`config.mk`:
```
export PLATFORM = sky130hd
export DESIGN_NAME = serial_sub
export DESIGN_NICKNAME = d
export VERILOG_FILES = /design/src/rtl/serial_sub_pkg.sv /design/src/rtl/serial_sub_full_sub.sv /design/src/rtl/serial_sub.sv
export SDC_FILE = /design/constraint.sdc
export NUM_CORES = 1
export LEC_CHECK = 0
export ABC_AREA = 1
export CORE_UTILIZATION = 53
export CTS_BUF_LIST = sky130_fd_sc_hd__clkbuf_8
export DETAILED_ROUTE_END_ITERATION = 8
export PLACE_DENSITY = 0.91
export SYNTH_ARGS = -nofsm -noshare
export SYNTH_HDL_FRONTEND = slang
export SYNTH_SLANG_ARGS = --single-unit
```
`constraint.sdc`:
```
create_clock -name clk -period 4.4 [get_ports clk]
set_clock_uncertainty 0.2 [all_clocks]
set_input_delay 0.66 -clock clk [delete_from_list [all_inputs] [get_ports clk]]
set_output_delay 0.66 -clock clk [all_outputs]
set_load 0.02 [all_outputs]
```
`src/rtl/serial_sub_pkg.sv`:
```
// Shared constants for the serial subtractor: FSM state encoding and
// the bit-counter width calculation.
package serial_sub_pkg;

    typedef enum logic [1:0] {
        IDLE = 2'd0,
        RUN  = 2'd1,
        DONE = 2'd2
    } state_t;

    // Counter must hold 0..width-1; never narrower than one bit.
    function automatic int cnt_width(input int width);
        return (width > 2) ? $clog2(width) : 1;
    endfunction

endpackage

```
`src/rtl/serial_sub_full_sub.sv`:
```
// One-bit full subtractor cell: d = x - y - bi, bo = borrow out.
module full_sub (
    input  logic x,
    input  logic y,
    input  logic bi,
    output logic d,
    output logic bo
);

    assign d  = x ^ y ^ bi;
    assign bo = (~x & y) | (~(x ^ y) & bi);

endmodule

```
`src/rtl/serial_sub.sv`:
```
// Bit-serial subtractor: one full_sub cell processes a - b - bin LSB-first,
// one bit per clock, then presents the difference and ALU flags for a cycle.
module serial_sub
    import serial_sub_pkg::*;
#(
    parameter int WIDTH = 32
) (
    input  logic             clk,
    input  logic             rst_n,
    input  logic             start,
    input  logic [WIDTH-1:0] a,
    input  logic [WIDTH-1:0] b,
    input  logic             bin,
    output logic             busy,
    output logic             done,
    output logic [WIDTH-1:0] diff,
    output logic             bout,
    output logic             zero,
    output logic             neg,
    output logic             ovf,
    output logic             lt,
    output state_t           state
);

    localparam int CW = cnt_width(WIDTH);

    // Handshake: start is accepted on a rising edge whenever the block is in
    // IDLE or DONE (busy=0); it is ignored while busy=1. done is a one-cycle
    // pulse during which diff and the flags are valid; they then hold until
    // the next accepted operation reaches DONE.

    logic [WIDTH-1:0] a_sr;
    logic [WIDTH-1:0] b_sr;
    logic [WIDTH-1:0] diff_sr;
    logic             borrow;
    logic [CW-1:0]    cnt;

    logic             cell_d;
    logic             cell_bo;
    logic [WIDTH-1:0] next_diff;
    logic             last_bit;
    logic             next_ovf;

    full_sub u_cell (
        .x  (a_sr[0]),
        .y  (b_sr[0]),
        .bi (borrow),
        .d  (cell_d),
        .bo (cell_bo)
    );

    // On the final bit a_sr[0]/b_sr[0] hold the operand sign bits.
    assign next_diff = {cell_d, diff_sr[WIDTH-1:1]};
    assign last_bit  = (cnt == CW'(WIDTH - 1));
    assign next_ovf  = (a_sr[0] != b_sr[0]) && (cell_d != a_sr[0]);

    always_ff @(posedge clk or negedge rst_n) begin
        if (!rst_n) begin
            state   <= IDLE;
            a_sr    <= '0;
            b_sr    <= '0;
            diff_sr <= '0;
            borrow  <= 1'b0;
            cnt     <= '0;
            busy    <= 1'b0;
            done    <= 1'b0;
            diff    <= '0;
            bout    <= 1'b0;
            zero    <= 1'b0;
            neg     <= 1'b0;
            ovf     <= 1'b0;
            lt      <= 1'b0;
        end else begin
            case (state)
                IDLE, DONE: begin
                    done <= 1'b0;
                    if (start) begin
                        a_sr   <= a;
                        b_sr   <= b;
                        borrow <= bin;
                        cnt    <= '0;
                        busy   <= 1'b1;
                        state  <= RUN;
                    end else begin
                        busy  <= 1'b0;
                        state <= IDLE;
                    end
                end
                RUN: begin
                    a_sr    <= {1'b0, a_sr[WIDTH-1:1]};
                    b_sr    <= {1'b0, b_sr[WIDTH-1:1]};
                    diff_sr <= next_diff;
                    borrow  <= cell_bo;
                    cnt     <= cnt + 1'b1;
                    if (last_bit) begin
                        state <= DONE;
                        busy  <= 1'b0;
                        done  <= 1'b1;
                        diff  <= next_diff;
                        bout  <= cell_bo;
                        zero  <= (next_diff == '0);
                        neg   <= cell_d;
                        ovf   <= next_ovf;
                        lt    <= cell_d ^ next_ovf;
                    end
                end
                default: begin
                    state <= IDLE;
                    busy  <= 1'b0;
                    done  <= 1'b0;
                end
            endcase
        end
    end

endmodule

```
==> results list, run 1 <==
- The number of clock buffers added by TritonCTS is 17.
- Post-synth top area share: 59.3%
- After synthesis, flip-flops and latches occupy between 50% and 60% of the total area.
* Routed length per placed instance: 13.9 um
- In the final layout, the multi-input gates occupy 2040 um2.
- Setup repair after global routing left no endpoint under its margin.
* Number of antenna violations at the first check in global routing: 0
- Derived from the worst setup path, the maximum achievable clock frequency is 370 MHz.
* Number of diodes added for antenna fixing: 0
- The flow ran to the end, and the final reports show no timing, DRC or antenna violations.
* Met1 track utilization from global routing: around a third
- The total count of hold-check failures in the final report was 0.
- The placed instances occupy a cell area of roughly 6900 um2.
* Max cap viols: 0
- Most common cell in the synthesized netlist: sky130_fd_sc_hd__nand2_1
- Per report_power, the sequential group accounts for 44.1% of the total.
- Final standard cell utilization of the core: 67.9%
- Power share of the clock group: between 20% and 30%
- Sequential cell area in the final layout: 3500 um2
- Ranked by total cell area, the synthesized netlist is headed by sky130_fd_sc_hd__dfrtp_1 59%, sky130_fd_sc_hd__nand2_1 14%, sky130_fd_sc_hd__nand3_1 11%.
- Die span in x: between 100 and 150 um
- After the last flow step, the layout net total stands at between 800 and 900.
- Port Buffer Count: 108
- The congestion estimate from routability-driven global placement came to 0.815.
* DRC violations left: 0
- Top cell family by delay on the critical path: buffers and inverters
* Critical Path AT: 2.87 ns
- A synthesized cell averages slightly below 9 um2.
- Clock latency on the worst-skew pair, taken at its later pin, is 0.44 ns.
- After synthesis the cells add up to 5910 um2.
- In this run, the combinational gates consume 33.9% of the power.
- STA puts the critical path data required time at approximately 4.6 ns.
- Global-route total usage across every layer: between 20% and 30%
- Fraction of final layout cells with drive strength greater than 1: under 10%
* Synth top cells by count: 228 x sky130_fd_sc_hd__nand2_1, 140 x sky130_fd_sc_hd__dfrtp_1, 128 x sky130_fd_sc_hd__nand3_1, 42 x sky130_fd_sc_hd__o21ai_0, 27 x sky130_fd_sc_hd__inv_1
* Clock Sink Count: 140
* Post-CTS Repair Setup Buffers: 0
- Die Y: 108 um
- The synthesized design contains 0 enable-type register cells.
* Syn. warnings: 0
- Overall die area: 11600 um2
- Critical path startpoint category: flop
- Via count of the first global-routing pass: roughly 4500
- First-iteration detailed-routing DRC count: 357
* Net count after synthesis: 738
- The most used flip-flop cell after synthesis is sky130_fd_sc_hd__dfrtp_1.
- In this run the deepest clock path goes through 2 buffers.
- Power density of the placed cells: between 600 and 700 nW/um2
- Area delta synth->final: 24.5%
* Final sum of negative setup slack: 0 ns
* Total of fill cells in the finished design: 834
- Worst hold slack across all endpoints: 0.144 ns
- Row generation in the floorplan step produced 38 rows.
- STA classifies the critical path endpoint as a flop.
* Biggest fanout along the worst timing path: 49
- The max-slew violation total from the final report came to 0.
* Post-cts hold buffer count: 0
- Most area-hungry cell type in the Yosys netlist: sky130_fd_sc_hd__dfrtp_1
- Number of vias in the routed layout: 4818
- H-tree Lvls: 4
* Max-Slew Margin vs Limit: between 30 and 40%
* Wirelength, routed: 12600 um
* First-pass GRT wire length: 21100 um
- Synthesis produced a netlist whose cell count is 666.
- After global routing, the most crowded layer is met2.
- Number of synthesized register bits: 140
- The worst path needs 2.70 ns of the cycle, external delays included.
* Global-route congestion overflow total: 0
- The min-delay analysis places its worst path in the category input pin to asynchronous set/reset pin.
- The worst path uses 61.4% of the clock period.
* Starting density of the core: 54.5%
- CTS clk-pin slew, worst paths: 0.08 ns
- Together, buffers and inverters on the worst path number 3.
- The slowest stage of the critical path is the sky130_fd_sc_hd__inv_2 cell.
* Design internal power: 0.00297 W
- Ys async rst share: 100%
* Largest net degree at the start of global routing: 116
* Synth unique cells: 27
- Transition time at the pin with the least slew margin: 1.01 ns
- Summed over all nets, the switching power comes to roughly 0.0018 W.
- GRT met2 Usage: 37.1%
- Met3 capacity usage during global routing: 5.81%
- The completed layout was analyzed and its total power is approximately 0.0048 W.
- Switching share of total power: 38.2%
- The count of nets left with antenna violations once routing finished came out at 0.
- The floorplan step defined a core boundary enclosing between 10000 and 15000 um2.
- Number of gates resized after cts: 0
- Static leakage: 3.44 nW
- Number of iterations in the first detailed-routing pass: 5
* Boundary pin count: 109
- The critical path in this run is classified as flop to flop.
* Finished layout cell area: 7360 um2
* Clock root buffer: sky130_fd_sc_hd__clkbuf_8
* Largest voltage drop on the vdd net: 285 uV
- TritonCTS built the clock tree.
- Setup violations remaining at the end of the flow were counted as 0.
- HPWL after detailed placement: roughly 8400 um
- Dividing the detail-routed via count by the number of cells gives 5.31.
* Delay contributed by the slowest stage of the critical path: 0.67 ns
- The critical path goes through inv_1 -> nand2_2 -> inv_2 -> buf_4 -> nand2_1 -> nand3_1.
-- metal layers --
layer,part of all wire [%],vias to the layer above
met4,1.1,0
met5,0,-
met3,7.2,17
met1,43,2276
met2,48,185
li1,-,2340
-- sequential cells by signal, summed over array words and instances, names as in the netlist, 2 cells and up --
name     count
cnt          5
b_sr        32
state        2
diff        32
diff_sr     31
a_sr        32
-- worst register-to-register path: cells and delay by family (launching register included) --
family	cells	cell delay, ns
buf+inv	3	1.32
simple gates	3	0.71
flops	1	0.40
-- placed cells by master, fill, tap and decap left out, types with 2 or more instances in the layout --
master,instances
sky130_fd_sc_hd__inv_2,2
sky130_fd_sc_hd__buf_4,4
sky130_fd_sc_hd__clkbuf_8,19
sky130_fd_sc_hd__o211ai_1,4
sky130_fd_sc_hd__nor2_1,21
sky130_fd_sc_hd__o21ai_0,42
sky130_fd_sc_hd__a22o_1,2
sky130_fd_sc_hd__nand2_2,3
sky130_fd_sc_hd__inv_1,27
sky130_fd_sc_hd__nand3_1,127
sky130_fd_sc_hd__clkinv_4,4
sky130_fd_sc_hd__nand2_1,228
sky130_fd_sc_hd__bufinv_16,2
sky130_fd_sc_hd__inv_6,6
sky130_fd_sc_hd__a21oi_1,4
sky130_fd_sc_hd__dfrtp_1,140
sky130_fd_sc_hd__ha_1,3
sky130_fd_sc_hd__o21ai_1,12
sky130_fd_sc_hd__clkdlybuf4s50_1,106
-- stage by stage --
step / setup slack [ns] / instances
after floorplan: 2.64 / 666
after global placement: 1.89 / 876
after detailed placement: 1.77 / 876
after CTS: 1.71 / 908
after global routing: 1.43 / 908
final: 1.70 / 908
-- final timing paths --
check | startpoint | endpoint | slack, ns | cells after the start
worst max-delay path | state[1]$_DFFE_PN0P_ | a_sr[25]$_DFFE_PN0P_ | 1.70 | 6
worst min-delay path | rst_n | diff[14]$_DFFE_PN0P_ | 0.14 | 1
worst max register to register | state[1]$_DFFE_PN0P_ | a_sr[25]$_DFFE_PN0P_ | 1.70 | 6
worst min register to register | cnt[3]$_DFFE_PN0P_ | cnt[3]$_DFFE_PN0P_ | 0.27 | 1
max in group asynchronous | rst_n | diff[4]$_DFFE_PN0P_ | 2.87 | 2
min in group clk | cnt[3]$_DFFE_PN0P_ | cnt[3]$_DFFE_PN0P_ | 0.27 | 1
-- power groups by stage --
stage          combinational, W  clock [W]  sequential (W)
6_report                0.00163    0.00106         0.00212
5_1_grt                 0.00186    0.00114         0.00218
4_1_cts                 0.00164    0.00108         0.00212
3_5_place_dp            0.00164          0         0.00214
3_3_place_gp            0.00153          0         0.00211
2_1_floorplan           0.00115          0         0.00214
-- cell families after synthesis --
kind of cell	Yosys count	share of synthesized area, %
compound gates	68	6.23
xor+xnor	1	0.148
fa+ha+maj	4	0.974
buf+inv	72	6.25
flops	140	59.3
simple gates	381	27.1
-- area by class of cell --
class | instances | share of cell area, %
Inverter | 30 | 1.56
Timing Repair Buffer | 112 | 15.1
Tap cell | 140 | 2.38
Clock inverter | 13 | 2.11
Clock buffer | 19 | 3.55
Sequential cell | 140 | 47.6
Multi-Input combinational cell | 454 | 27.7
No activity file was read; power rests on OpenSTA's default activity.
==> run 2: changes to the inputs <==
--- a/config.mk
+++ b/config.mk
@@ -6,10 +6,10 @@
 export NUM_CORES = 1
 export LEC_CHECK = 0
 export ABC_AREA = 1
-export CORE_UTILIZATION = 53
+export CORE_UTILIZATION = 49
 export CTS_BUF_LIST = sky130_fd_sc_hd__clkbuf_8
 export DETAILED_ROUTE_END_ITERATION = 8
-export PLACE_DENSITY = 0.91
+export PLACE_DENSITY = 0.89
 export SYNTH_ARGS = -nofsm -noshare
 export SYNTH_HDL_FRONTEND = slang
 export SYNTH_SLANG_ARGS = --single-unit
==> constraint.sdc (replaced) <==
create_clock -name clk -period 2.4 [get_ports clk]
set_clock_uncertainty 0.2 [all_clocks]
set_input_delay 0.36 -clock clk [delete_from_list [all_inputs] [get_ports clk]]
set_output_delay 0.36 -clock clk [all_outputs]
set_load 0.02 [all_outputs]
==> run 2 against run 1 <==
Net effect:
- die area is 8.0% higher
- final cell count rose by 1.1%
- global-route usage fell by 1.5 points
- largest power group unchanged
- the flow now finishes with violations (design-rule violations)
- register-to-register slack worse by 1.2 ns
- via count about the same
==> results list, run 2 (synthesis gave the netlist of run 1 again) <==
* Status: finished with violations
- The final reports fail on design-rule violations.
- Derived from the worst setup path, the maximum achievable clock frequency is about 480 MHz.
- Core Rows: 39 (+2.6%)
- Max-slew violation count: 0 (unchanged)
- Critical path capture point type: primary output
- Hold Violations, Final: 0 (unchanged)
- Transition time at the pin with the least slew margin: 0.645 ns (-0.363 ns)
- Commonest non-fill, non-tap cell in the layout: sky130_fd_sc_hd__nand2_1
* Cell-by-cell listing of the critical path: clkdlybuf4s50_1
- The number of nets in the layout was 834 (+0.85%).
- The initial core utilization is 51.1% (-3.4 points).
* Commonest cells after routing, fill and taps aside: 228 x sky130_fd_sc_hd__nand2_1, 140 x sky130_fd_sc_hd__dfrtp_1, 127 x sky130_fd_sc_hd__nand3_1
* Seq pwr share: 43.0% (-1.1 points)
- The path class of the tightest hold or removal check is input pin to flop.
* Global-route congestion overflow total: 0 (unchanged)
- Compared with the post-synthesis result, the final layout area differs by 26.7%.
- The clock transition at the registers of the reported paths came to 0.07 ns (about the same).
- The clock latency at the later pin of the worst-skew pair came to 0.45 ns (about the same).
- The number of levels the H-tree was split into is 4 (unchanged).
* Die Y: 112 um (+3.9%)
- The standby leakage power came to 3.51 nW (+2.0%).
* Delay contributed by the slowest stage of the critical path: 0.64 ns (-0.03 ns)
- Total of fill cells in the finished design: 898 (+7.7%)
* Power density of the placed cells: 1210 nW/um2 (+84%)
- Total CTS buffers: 17 (unchanged)
- Unrepaired setup endpoints after global routing: false
- The largest individual stage delay along the critical path comes from the cell sky130_fd_sc_hd__clkdlybuf4s50_1.
* Max cap viols: 0 (unchanged)
- The biggest fanout along the worst timing path is 4 (-92%).
- First-iteration detailed-routing DRC count: 444 (+24%)
* Global-route total usage across every layer: 22.2% (-1.5 points)
- The critical path arrival is 1.53 ns (-1.34 ns).
* Number of gates resized after cts: 0 (unchanged)
- The switching power as a share of total power came to 36.6% (-1.6 points).
- Port Buffer Count: 108 (unchanged)
- Post-cts hold buffer count: 1 (+1)
* Fin crit share: 87.0%
- Clock root buffer: sky130_fd_sc_hd__clkbuf_8
* Via count of the first global-routing pass: 4537 (+0.67%)
* Critical path startpoint category: flop
* Detail-routed via count per cell: 5.25 (-1.1%)
- The total DRC errors in the routed layout came to 12 (+12).
- Fraction of final layout cells with drive strength greater than 1: 6.45% (+0.46 points)
- The maximum number of pins on one net before global-route repair came to 65 (-44%).
- Worst setup path category: flop to primary output
- Final critical path time including I/O delays and setup: roughly 2.1 ns
* Power share of the clock group: 23.2% (+1.2 points)
* Number of diodes added for antenna fixing: 0 (unchanged)
* Net switching power: 0.00330 W (+80%)
- Wirelength, routed: 12600 um (+0.27%)
- The number of antenna violations at the first check in global routing came to 0 (unchanged).
- Final sum of negative setup slack: 0 ns (unchanged)
- The largest registers in the layout are a_sr x32, b_sr x32, diff x32.
- Number of buffer and inverter stages on the critical path: 1 (-2)
* Max-Slew Margin vs Limit: 57.0% (+24 points)
* Worst hold slack across all endpoints: 0.0505 ns (-0.0930 ns)
- The top-level I/O count was 109 (unchanged).
* Post-CTS Repair Setup Buffers: 0 (unchanged)
* Largest voltage drop on the vdd net: 559 uV (+96%)
* Overall die area: 12500 um2 (+8.0%)
- The final antenna-violating net count is 0 (unchanged).
- Data required time of the critical path: 1.84 ns (-2.73 ns)
- The placeable core region is 11600 um2 (+6.7%).
* Last weighted congestion value of the routability-driven placer: 0.785 (-3.7%)
* Top cell family by delay on the critical path: buffers and inverters
* Number of iterations in the first detailed-routing pass: 7 (+2)
- The worst-case clock buffer depth was 2 (unchanged).
- The detailed-route via count is 4817 (-0.021%).
* TritonCTS clock tree: built
- The first-pass GRT wire length was 21800 um (+3.0%).
- Die span in x: 112 um (+3.9%)
* Routed length per placed instance: 13.8 um (-0.82%)
- The final HPWL from detailed placement was 8220 um (-1.8%).
- The final setup violation count is 0 (unchanged).
* Clock Sink Count: 140 (unchanged)
* Design internal power: 0.00572 W (+92%)
* Combinational power share: 33.8% (about the same)
run 2: cell types whose count changed in the layout (fill, tap and decap cells not counted), sizes merged:
| cell | previous run | this run |
|---|---|---|
| bufinv | 2 | 4 |
| buf | 6 | 12 |
| clkbuf | 19 | 20 |
| clkinvlp | 1 | 2 |
| inv | 36 | 32 |
| dlygate4sd3 | 0 | 1 |
run 2: power by group through the flow:
stage          logic, W  registers [W]  clock network, W
2_1_floorplan   0.00210        0.00393                 0
3_3_place_gp    0.00294        0.00389                 0
3_5_place_dp    0.00307        0.00391                 0
4_1_cts         0.00309        0.00388           0.00212
5_1_grt         0.00347        0.00400           0.00225
6_report        0.00304        0.00388           0.00209
run 2: cell type report:
cell class / instances / area, um2 / share of cell area (%)
Sequential cell: 140 / 3500 / 46.8
Multi-Input combinational cell: 454 / 2040 / 27.3
Timing Repair Buffer: 119 / 1200 / 16.0
Clock buffer: 20 / 275 / 3.68
Tap cell: 143 / 179 / 2.39
Clock inverter: 12 / 170 / 2.27
Inverter: 30 / 115 / 1.54
run 2: worst paths after layout:
| path | from | end | slack, ns | cells after the start |
|---|---|---|---|---|
| hold / removal | start | state[0]$_DFFE_PN0P_ | 0.05 | 3 |
| setup / recovery | state[0]$_DFFE_PN0P_ | state[0] | 0.31 | 1 |
| max in group asynchronous | rst_n | cnt[3]$_DFFE_PN0P_ | 1.06 | 3 |
| hold reg to reg | cnt[3]$_DFFE_PN0P_ | cnt[3]$_DFFE_PN0P_ | 0.28 | 1 |
| min in group asynchronous | rst_n | diff[10]$_DFFE_PN0P_ | 0.26 | 2 |
| setup reg to reg | cnt[0]$_DFFE_PN0P_ | diff[7]$_DFFE_PN0P_ | 0.46 | 8 |
run 2: stage by stage:
step / setup WS (ns) / util [%] / instances / instance area, um2 / power, W
2_1_floorplan: 0.635 / - / 666 / 5910 / 0.00603
3_3_place_gp: 0.557 / 60.8 / 885 / 7030 / 0.00683
3_5_place_dp: 0.470 / 60.8 / 885 / 7030 / 0.00698
4_1_cts: 0.277 / 64.7 / 918 / 7480 / 0.00909
5_1_grt: 0.234 / 64.7 / 918 / 7480 / 0.00973
6_report: 0.313 / 64.7 / 918 / 7480 / 0.00902
run 2: metal layers:
metal / up-vias / part of all wire, % / GRT usage (%) / wire (um)
li1: 2360 / - / - / -
met1: 2310 / 44 / 30.4 / 5620
met2: 133 / 48 / 34.1 / 6110
met3: 14 / 6.0 / 6.04 / 755
met4: 0 / 1.2 / 7.84 / 151
met5: - / 0 / 0 / 0
==> run 3: changes to the inputs <==
--- a/config.mk
+++ b/config.mk
@@ -6,10 +6,11 @@
 export NUM_CORES = 1
 export LEC_CHECK = 0
 export ABC_AREA = 1
-export CORE_UTILIZATION = 49
+export CORE_UTILIZATION = 25
 export CTS_BUF_LIST = sky130_fd_sc_hd__clkbuf_8
 export DETAILED_ROUTE_END_ITERATION = 8
-export PLACE_DENSITY = 0.89
+export PLACE_DENSITY = 0.56
 export SYNTH_ARGS = -nofsm -noshare
 export SYNTH_HDL_FRONTEND = slang
 export SYNTH_SLANG_ARGS = --single-unit
+export TNS_END_PERCENT = 5
==> run 3 against run 2 <==
Net effect:
- the flow now finishes without violations
- clock-buffer cell count down 3
- sequential power about the same
- non-clock buffer count up 5
- global-route usage down 9.6 points
- largest cell class unchanged
==> results list, run 3 (synthesis gave the netlist of run 1 again) <==
- The die outline area was 24200 um2 (+94%).
* Worst setup path category: flop to primary output
- Power density of the placed cells: 1180 nW/um2 (-2.5%)
- Area delta synth->final: 30.8%
- Critical path startpoint category: flop
* Port Buffer Count: 108 (unchanged)
* Transition time at the pin with the least slew margin: 0.687 ns (+0.0415 ns)
- First-iteration detailed-routing DRC count: 333 (-25%)
* Registers with the most flip-flops: a_sr x32, b_sr x32, diff x32
- Total CTS buffers: 17 (unchanged)
- Die Y: 156 um (+39%)
- Total of fill cells in the finished design: 2432 (+170%)
- Leaving out fill and tap cells, the most frequent cell in the layout is sky130_fd_sc_hd__nand2_1.
- The number of nets in the layout came to 839 (+0.60%).
- H-tree Lvls: 4 (unchanged)
* Slowest CP cell: sky130_fd_sc_hd__clkdlybuf4s50_1
- The biggest fanout along the worst timing path was 4 (unchanged).
- The worst setup path is captured at a primary output.
* First-pass GRT wire length: 23800 um (+9.3%)
- Total setup violations reported at the end of the flow: 0 (unchanged)
- The top-level I/O count is 109 (unchanged).
* Unrepaired setup endpoints after global routing: false
- Data required time of the critical path: 1.84 ns (about the same)
- Number of vias in the routed layout: 4693 (-2.6%)
- The clock latency at the later pin of the worst-skew pair was 0.45 ns (about the same).
* Status: complete, no violations
- The critical path goes through clkdlybuf4s50_1.
- Static leakage: 3.52 nW (+0.37%)
* Largest net degree at the start of global routing: 65 (unchanged)
* Core box area: 22900 um2 (+98%)
- The count of standard-cell rows is 55 (+41%).
* HP Class: input pin to flop
* Post-CTS Repair Setup Buffers: 0 (unchanged)
* Detail-routed via count per cell: 4.29 (-18%)
* Critical Path AT: 1.55 ns (+0.02 ns)
- DRC violations left: 0 (-12)
- The cell area after placement is 7280 um2 (+3.6%).
- Finished layout cell area: 7720 um2 (+3.2%)
- Highest clock frequency the design can meet: 474 MHz (-1.1%)
- Sequential cell area in the final layout: 3500 um2 (unchanged)
- Grouping stages by cell kind, the critical path spends the most delay in buffers and inverters.
* Max-Slew Margin vs Limit: 54.2% (-2.8 points)
- The width of the die came to 156 um (+39%).
- Hold Violations, Final: 0 (unchanged)
- Multi-input gate area: 2040 um2 (unchanged)
- The max-slew violation total from the final report came to 0 (unchanged).
- TritonCTS clock tree: built
- The mean routed wirelength per cell came to 13.1 um (-5.1%).
- Largest voltage drop on the vdd net: 582 uV (+4.1%)
- Via count of the first global-routing pass: 4589 (+1.1%)
- The number of antenna violations at the first check in global routing is 1 (+1).
* Delay contributed by the slowest stage of the critical path: 0.66 ns (+0.02 ns)
* HPWL after detailed placement: 9320 um (+13%)
- Commonest cells after routing, fill and taps aside: 228 x sky130_fd_sc_hd__nand2_1, 140 x sky130_fd_sc_hd__dfrtp_1, 127 x sky130_fd_sc_hd__nand3_1
* Global-route congestion overflow total: 0 (unchanged)
* Fin crit share: 87.9% (+0.97 points)
* CTS clk-pin slew, worst paths: 0.09 ns (+0.02 ns)
- Final sum of negative setup slack: 0 ns (unchanged)
* Last weighted congestion value of the routability-driven placer: 0.765 (-2.6%)
- The final antenna-violating net count was 0 (unchanged).
* Fraction of final layout cells with drive strength greater than 1: 7.31% (+0.86 points)
- Clock root buffer: sky130_fd_sc_hd__clkbuf_8
- The worst-case clock buffer depth is 2 (unchanged).
- The number of maximum-capacitance constraint violations was 0 (unchanged).
- Number of buffer and inverter stages on the critical path: 1 (unchanged)
- Global-route total usage across every layer: 12.6% (-9.6 points)
* Final critical path time including I/O delays and setup: 2.11 ns (+0.0233 ns)
* Starting density of the core: 25.8% (-25 points)
* Clock Sink Count: 140 (unchanged)
- Number of iterations in the first detailed-routing pass: 5 (-2)
- Wirelength, routed: 14300 um (+13%)
run 3: cell types whose count changed in the layout (fill, tap and decap cells not counted):
cell and delta:
sky130_fd_sc_hd__inv_6 +6, sky130_fd_sc_hd__buf_4 +5, sky130_fd_sc_hd__clkbuf_8 -3, sky130_fd_sc_hd__clkinv_2 -2
sky130_fd_sc_hd__inv_8 +3, sky130_fd_sc_hd__clkinvlp_4 -1, sky130_fd_sc_hd__diode_2 +1, sky130_fd_sc_hd__bufinv_16 -1
sky130_fd_sc_hd__inv_1 -2
run 3: timing repair:
item,4_1_cts,5_1_grt
resized for setup,0,0
hold buffers,1,0
endpoints found under the hold margin,45,0
endpoints found under the setup margin,0,0
run 3: through the flow:
stage	setup WS [ns]	hold slack, ns	total power (W)	cells	utilization [%]
6_report	0.289	0.0512	0.00908	1094	33.7
5_1_grt	0.106	0.0419	0.00988	1093	33.7
4_1_cts	0.224	0.0364	0.00926	1093	33.7
3_5_place_dp	0.324	0.152	0.00709	1060	31.8
3_3_place_gp	0.359	0.148	0.00701	1060	31.8
2_1_floorplan	0.635	-0.136	0.00603	666	-
run 3: layout make-up:
cell class / instances / share of cell area [%]
clock buffer: 17 / 3.03
antenna: 1 / 0.0324
inverter: 30 / 1.49
tap: 313 / 5.07
sequential: 140 / 45.4
multi-input combinational: 454 / 26.4
clock inverter: 15 / 2.61
timing repair buffer: 124 / 16.0
run 3: final timing paths:
check | from | end | slack, ns | depth (start not counted)
worst max-delay path | state[0]$_DFFE_PN0P_ | state[0] | 0.29 | 1
min in group asynchronous | rst_n | diff[16]$_DFFE_PN0P_ | 0.22 | 2
worst min register to register | a_sr[31]$_DFFE_PN0P_ | a_sr[31]$_DFFE_PN0P_ | 0.28 | 2
worst min-delay path | start | state[0]$_DFFE_PN0P_ | 0.05 | 3
worst max register to register | cnt[0]$_DFFE_PN0P_ | zero$_DFFE_PN0P_ | 0.31 | 9
max in group asynchronous | rst_n | a_sr[2]$_DFFE_PN0P_ | 1.11 | 3
run 3: worst reg2reg max path: stages, from the launching register on:
cell	delay (ns)
sky130_fd_sc_hd__dfrtp_1	0.41
sky130_fd_sc_hd__ha_1	0.22
sky130_fd_sc_hd__nand2_1	0.09
sky130_fd_sc_hd__nor2_1	0.04
sky130_fd_sc_hd__ha_1	0.21
sky130_fd_sc_hd__nand3_2	0.09
sky130_fd_sc_hd__buf_4	0.46
sky130_fd_sc_hd__nand2_1	0.14
sky130_fd_sc_hd__inv_1	0.07
sky130_fd_sc_hd__o21bai_1	0.09
run 3: report_power, final:
group	leakage (nW)	internal, W	switching, W
Clock	0.218	0.00107	0.00104
Combinational	1.63	0.00124	0.00186
Sequential	1.68	0.00330	0.000571
run 3: metal layers:
metal	vias to the layer above	GRT usage, %	routed length (um)	part of all wire [%]
met5	-	0	0	0
met4	0	3.73	61	0.43
met3	4	3.22	762	5.3
met2	118	19.0	6440	45
met1	2195	17.6	7020	49
li1	2376	-	-	-
==> RTL edit 1: new RTL, settings of run 2 <==
Make the reset (`rst_n`) synchronous in one clocked block.
--- a/src/rtl/serial_sub.sv
+++ b/src/rtl/serial_sub.sv
@@ -55,5 +55,5 @@
     assign next_ovf  = (a_sr[0] != b_sr[0]) && (cell_d != a_sr[0]);
 
-    always_ff @(posedge clk or negedge rst_n) begin
+    always_ff @(posedge clk) begin
         if (!rst_n) begin
             state   <= IDLE;
Function: differs if rst_n is asserted again (counterexample within 4 cycles, from zero or initial values and one cycle with rst_n low); with rst_n held inactive, the same outputs for 10 cycles.
==> RTL edit 1 against run 2 <==
Cell area decreased by 7.5%; synthesized area decreased by 8.9%; synthesized cell count increased by 6.0%; first-iteration DRC count decreased by 19%; wire length increased by 0.34%; sequential cell count increased by 1; maximum frequency decreased by 0.62%; setup slack got worse by 0.013 ns; critical path type is now register to register; largest cell class unchanged.
Power is not compared: it rests on default switching activity, and its combinational part moved more than twofold at a synthesized area within 25%.
==> RTL edit 1: results (changes against run 2) <==
[metrics] status: completed
[metrics] cell types with the largest area share after synthesis: sky130_fd_sc_hd__dfxtp_1, sky130_fd_sc_hd__nand2_1, sky130_fd_sc_hd__a31oi_1, sky130_fd_sc_hd__o21ai_0, sky130_fd_sc_hd__nor2_1
[metrics] Commonest cells post-synth: sky130_fd_sc_hd__nand2_1, sky130_fd_sc_hd__dfxtp_1, sky130_fd_sc_hd__nor2_1, sky130_fd_sc_hd__a31oi_1, sky130_fd_sc_hd__o21ai_0
[metrics] Leak Pwr: 0.002543 µW
[metrics] DP Worst Slack: 0.3263 ns (-0.1436 ns)
[metrics] Port Buf Inserts: 108 (unchanged)
[metrics] routability congestion estimate: 0.7717 (-1.7%)
[metrics] number of buffers created by CTS: 17 (unchanged)
[metrics] Max FO, Critical Path: 37 (+33)
[metrics] critical path start-end classification: register to register
[metrics] launching point of the worst reg2reg path: cnt[0]
[metrics] number of antenna violations at the first check in global routing: 0 (unchanged)
[metrics] vias in the first global route: 4,584 (+1.0%)
[metrics] pin count of the biggest net entering global routing: 105 (+62%)
[metrics] share of synthesized flip-flops with an asynchronous set or reset: 0 (-1.000)
[metrics] Largest regs: a_sr x32, b_sr x32, diff x32
[metrics] maximum vdd ir drop: 439.7 µV
[metrics] instance area after placement: 6535 µm² (-7.0%)
[metrics] clock-pin slew on the worst setup and hold paths: 0.08 ns
[metrics] tightest slew margin relative to the limit: 0.5988 (+0.02906)
[metrics] GRT Overall Usage: 0.2353 (+0.01342)
[metrics] iteration-0 DRC count of the detailed router: 361 (-19%)
[metrics] clock insertion delay at the later pin of the skew report: 0.45 ns (about the same)
[metrics] Tcrit/Tclk final: 0.8752 (+0.005387)
[metrics] count of cell types in the netlist: 22 (-19%)
[metrics] CTS H-Tree Depth: 4 (unchanged)
[metrics] number of iterations in the first detailed-routing pass: 5 (-2)
[metrics] DRT Wirelength: 12.68 mm (+0.34%)
[metrics] synthesized net count: 778 (+5.4%)
[metrics] worst min-delay path class: register to register
[metrics] first-pass GRT wire length: 21.21 mm (-2.6%)
[metrics] total via count in the routed design: 5,033 (+4.5%)
[metrics] fraction of final layout cells with drive strength greater than 1: 0.06535 (+0.0008353)
[metrics] maximum count of clock buffers along a single path: 2 (unchanged)
[metrics] Worst Min Path Start: diff[12]
[metrics] Main synth FF type: sky130_fd_sc_hd__dfxtp_1
[metrics] clk root buf: sky130_fd_sc_hd__clkbuf_8
[metrics] r2r setup slk: 0.30 ns (-0.16 ns)
[metrics] share of synthesized area occupied by flip-flops and latches: 0.5247 (-0.06844)
[metrics] Critical Path AT: 2.27 ns (+0.74 ns)
[metrics] HPWL after detailed placement: 8.109 mm (-1.3%)
[metrics] warnings from Yosys: 0 (unchanged)
[metrics] number of nets in the layout: 870 (+4.3%)
## RTL edit 1: metal layers
layer / share of wire / track usage / wire [µm] / vias up
met2: 0.48 / 0.3728 / 6136 / 173
met4: 0.022 / 0.1086 / 273 / 0
met5: 0 / 0 / 0 / -
met1: 0.43 / 0.3054 / 5487 / 2319
met3: 0.061 / 0.05228 / 778 / 27
li1: - / - / - / 2514
## RTL edit 1: cells by family after synthesis
group,Yosys count,share of synthesized area
buffers and inverters,71,0.06209
AOI/OAI and AO/OA,170,0.1744
adders and majority gates,4,0.01070
and+or+nand+nor,320,0.2281
DFF,141,0.5247
## RTL edit 1: worst max-delay path, stage by stage (launching register included)
cell                      delay (ns)
sky130_fd_sc_hd__dfxtp_1        0.38
sky130_fd_sc_hd__ha_1           0.20
sky130_fd_sc_hd__inv_1          0.05
sky130_fd_sc_hd__nor2_1         0.10
sky130_fd_sc_hd__ha_1           0.17
sky130_fd_sc_hd__nand3_1        0.11
sky130_fd_sc_hd__inv_2          0.46
sky130_fd_sc_hd__o21ai_0        0.20
sky130_fd_sc_hd__a21oi_1        0.15
## RTL edit 1: power by group
part / internal (µW) / leakage [µW] / total, µW / switching (µW)
logic: 284 / 0.00121 / 663 / 379
registers: 2490 / 0.00115 / 2590 / 96.5
clock network: 865 / 0.000182 / 1850 / 980
total: 3640 / 0.00254 / 5090 / 1450
## RTL edit 1: cell type report
cell class | count | area, µm²
clock buffers | 18 | 247.7
clock inverters | 14 | 135.1
fillers | 867 | 3545
inverters | 22 | 82.58
multi-input cells | 494 | 2223
flip-flops and latches | 141 | 2823
well taps | 136 | 170.2
repair buffers | 122 | 1236
## RTL edit 1: path summary, 6_finish.rpt
path,to,cells past startpoint
worst max-delay path,diff[5],8
worst min-delay path,diff[12],2
worst max register to register,diff[5],8
worst min register to register,diff[12],2
## RTL edit 1: per-stage QoR
step | util | hold slack, ns | instances
final | 0.6612 | 0.2677 | 947
after detailed placement | 0.6246 | 0.2526 | 915
after global routing | 0.6612 | 0.2682 | 947
after floorplan | - | 0.2367 | 706
after CTS | 0.6612 | 0.2634 | 947
after global placement | 0.6246 | 0.2471 | 915
==> RTL edit 2: new RTL, flow settings as in run 2 <==
Made on the original files. Set the parameter `WIDTH` to 64 (it was 32).
--- a/src/rtl/serial_sub.sv
+++ b/src/rtl/serial_sub.sv
@@ -4,5 +4,5 @@
     import serial_sub_pkg::*;
 #(
-    parameter int WIDTH = 32
+    parameter int WIDTH = 64
 ) (
     input  logic             clk,
Interface: changed (resized a, b and diff); port bits go from 109 to 205. No check against the original RTL was run, so the function may have changed too.
==> RTL edit 2 against run 2 <==
Via count rose by 97%; total power rose by 78%; synthesized area rose by 91%; setup slack got worse by 0.097 ns; largest cell class unchanged; sequential cell count rose by 129; cell area rose by 93%; largest power group unchanged; sequential share of layout area fell by 0.32 points; sequential power rose by 84%; critical path depth did not move; wire length rose by 100%.
==> RTL edit 2: results (changes against run 2) <==
[metrics] HPWL after detailed placement: 16.91 mm (+110%)
[metrics] crit-path max cell delay: 0.66 ns (+0.02 ns)
[metrics] worst min-delay path class: input port to asynchronous set/reset pin
[metrics] maximum count of clock buffers along a single path: 3 (+1)
[metrics] actual slew at the worst max-slew pin: 0.5980 ns (-0.04744 ns)
[metrics] share of synthesized area occupied by flip-flops and latches: 0.5962 (+0.003093)
[metrics] Inst Count DP: 1,716 (+94%)
[metrics] count of cell types in the netlist: 23 (-15%)
[metrics] first-pass GRT wire length: 43.45 mm (+100%)
[metrics] maximum vdd ir drop: 498.0 µV (-11%)
[metrics] Critical Path AT: 1.62 ns (+0.09 ns)
[metrics] origin of the worst setup path: state[1]
[metrics] number of nets in the layout: 1,613 (+93%)
[metrics] CTS H-Tree Depth: 2 (-2)
[metrics] cell types with the largest area share after synthesis: sky130_fd_sc_hd__dfrtp_1, sky130_fd_sc_hd__nand2_1, sky130_fd_sc_hd__nand3_1, sky130_fd_sc_hd__o21ai_0, sky130_fd_sc_hd__inv_1
[metrics] Filler Cells Inserted: 1,746 (+94%)
[metrics] fraction of final layout cells with drive strength greater than 1: 0.06954 (+0.005020)
[metrics] Finished Layout Cells: 1,795 (+96%)
[metrics] vias in the first global route: 9,209 (+100%)
[metrics] pin count of the biggest net entering global routing: 154 (+140%)
[metrics] Max FO, Critical Path: 3 (-1)
[metrics] number of iterations in the first detailed-routing pass: 5 (-2)
[metrics] detailed route wirelength on metal2: 12.56 mm (+110%)
[metrics] iteration-0 DRC count of the detailed router: 579 (+30%)
[metrics] number of buffers created by CTS: 44 (+27)
[metrics] net switching power of the design: 5721 µW (+73%)
[metrics] status: completed
[metrics] routability congestion estimate: 0.8393 (+6.9%)
[metrics] Leak Pwr: 0.006681 µW (+90%)
[metrics] total via count in the routed design: 9,490 (+97%)
[metrics] total routed wire length on the met1 layer: 11.11 mm (+98%)
[metrics] Largest regs: a_sr x64, b_sr x64, diff x64
[metrics] Commonest cells post-synth: sky130_fd_sc_hd__nand2_1, sky130_fd_sc_hd__dfrtp_1, sky130_fd_sc_hd__nand3_1, sky130_fd_sc_hd__o21ai_0, sky130_fd_sc_hd__inv_1
-- RTL edit 2: changes by cell type after synthesis, sizes merged, moves of 2 or more --
cell,change
a22o,-2
buf,+8
clkbuf,+35
dfrtp,+129
inv,+43
nand2,+186
nand3,+130
nor2,+22
o21ai,+82
-- RTL edit 2: kinds of logic (layout without fill, tap and decap cells) --
family | after synthesis | after routing | synth area share
and+or+nand+nor | 720 | 720 | 0.2699
buffers and inverters | 159 | 373 | 0.06139
DFF | 269 | 269 | 0.5962
AOI/OAI and AO/OA | 145 | 145 | 0.06848
adders and majority gates | 3 | 3 | 0.003989
-- RTL edit 2: worst paths after layout --
kind | depth (start not counted) | to | slack [ns]
setup / recovery | 1 | done | 0.22
max in group asynchronous | 3 | b_sr[29] | 1.08
min in group clk | 3 | b_sr[44] | 0.19
hold reg to reg | 2 | diff_sr[7] | 0.28
hold / removal | 2 | diff[40] | 0.13
setup reg to reg | 9 | diff[60] | 0.43
-- RTL edit 2: stage by stage --
| step | utilization | hold slack, ns |
|---|---|---|
| 2_1_floorplan | - | -0.1356 |
| 3_3_place_gp | 0.5991 | 0.1010 |
| 3_5_place_dp | 0.5991 | 0.1087 |
| 4_1_cts | 0.6393 | 0.1191 |
| 5_1_grt | 0.6393 | 0.1475 |
| 6_report | 0.6393 | 0.1339 |
-- RTL edit 2: per-layer routing --
metal | GRT usage | vias to the layer above
met5 | 0 | -
met2 | 0.3706 | 350
li1 | - | 4565
met3 | 0.04256 | 49
met4 | 0.07095 | 0
met1 | 0.2980 | 4526
-- RTL edit 2: final cells by class --
cell class                 count  area [µm²]  area share
inverter                      74       285.3     0.01971
clock inverter                22       128.9    0.008904
multi-input combinational    868        3874      0.2676
tap                          285       356.6     0.02464
timing repair buffer         221        2327      0.1608
sequential                   269        6731      0.4651
clock buffer                  56       770.7     0.05325
-- RTL edit 2: power groups by stage --
| stage | registers (µW) | logic (µW) | clock network [µW] |
|---|---|---|---|
| 3_5_place_dp | 7170 | 4920 | 0 |
| 4_1_cts | 7120 | 4970 | 4100 |
| 3_3_place_gp | 7100 | 4680 | 0 |
| 2_1_floorplan | 7130 | 3230 | 0 |
| 6_report | 7130 | 4900 | 4000 |
| 5_1_grt | 7330 | 5600 | 4310 |
-- RTL edit 2: what timing repair did --
item	CTS	global route
hold endpoints to repair	217	0
resized for setup	0	0
hold buffers	1	0
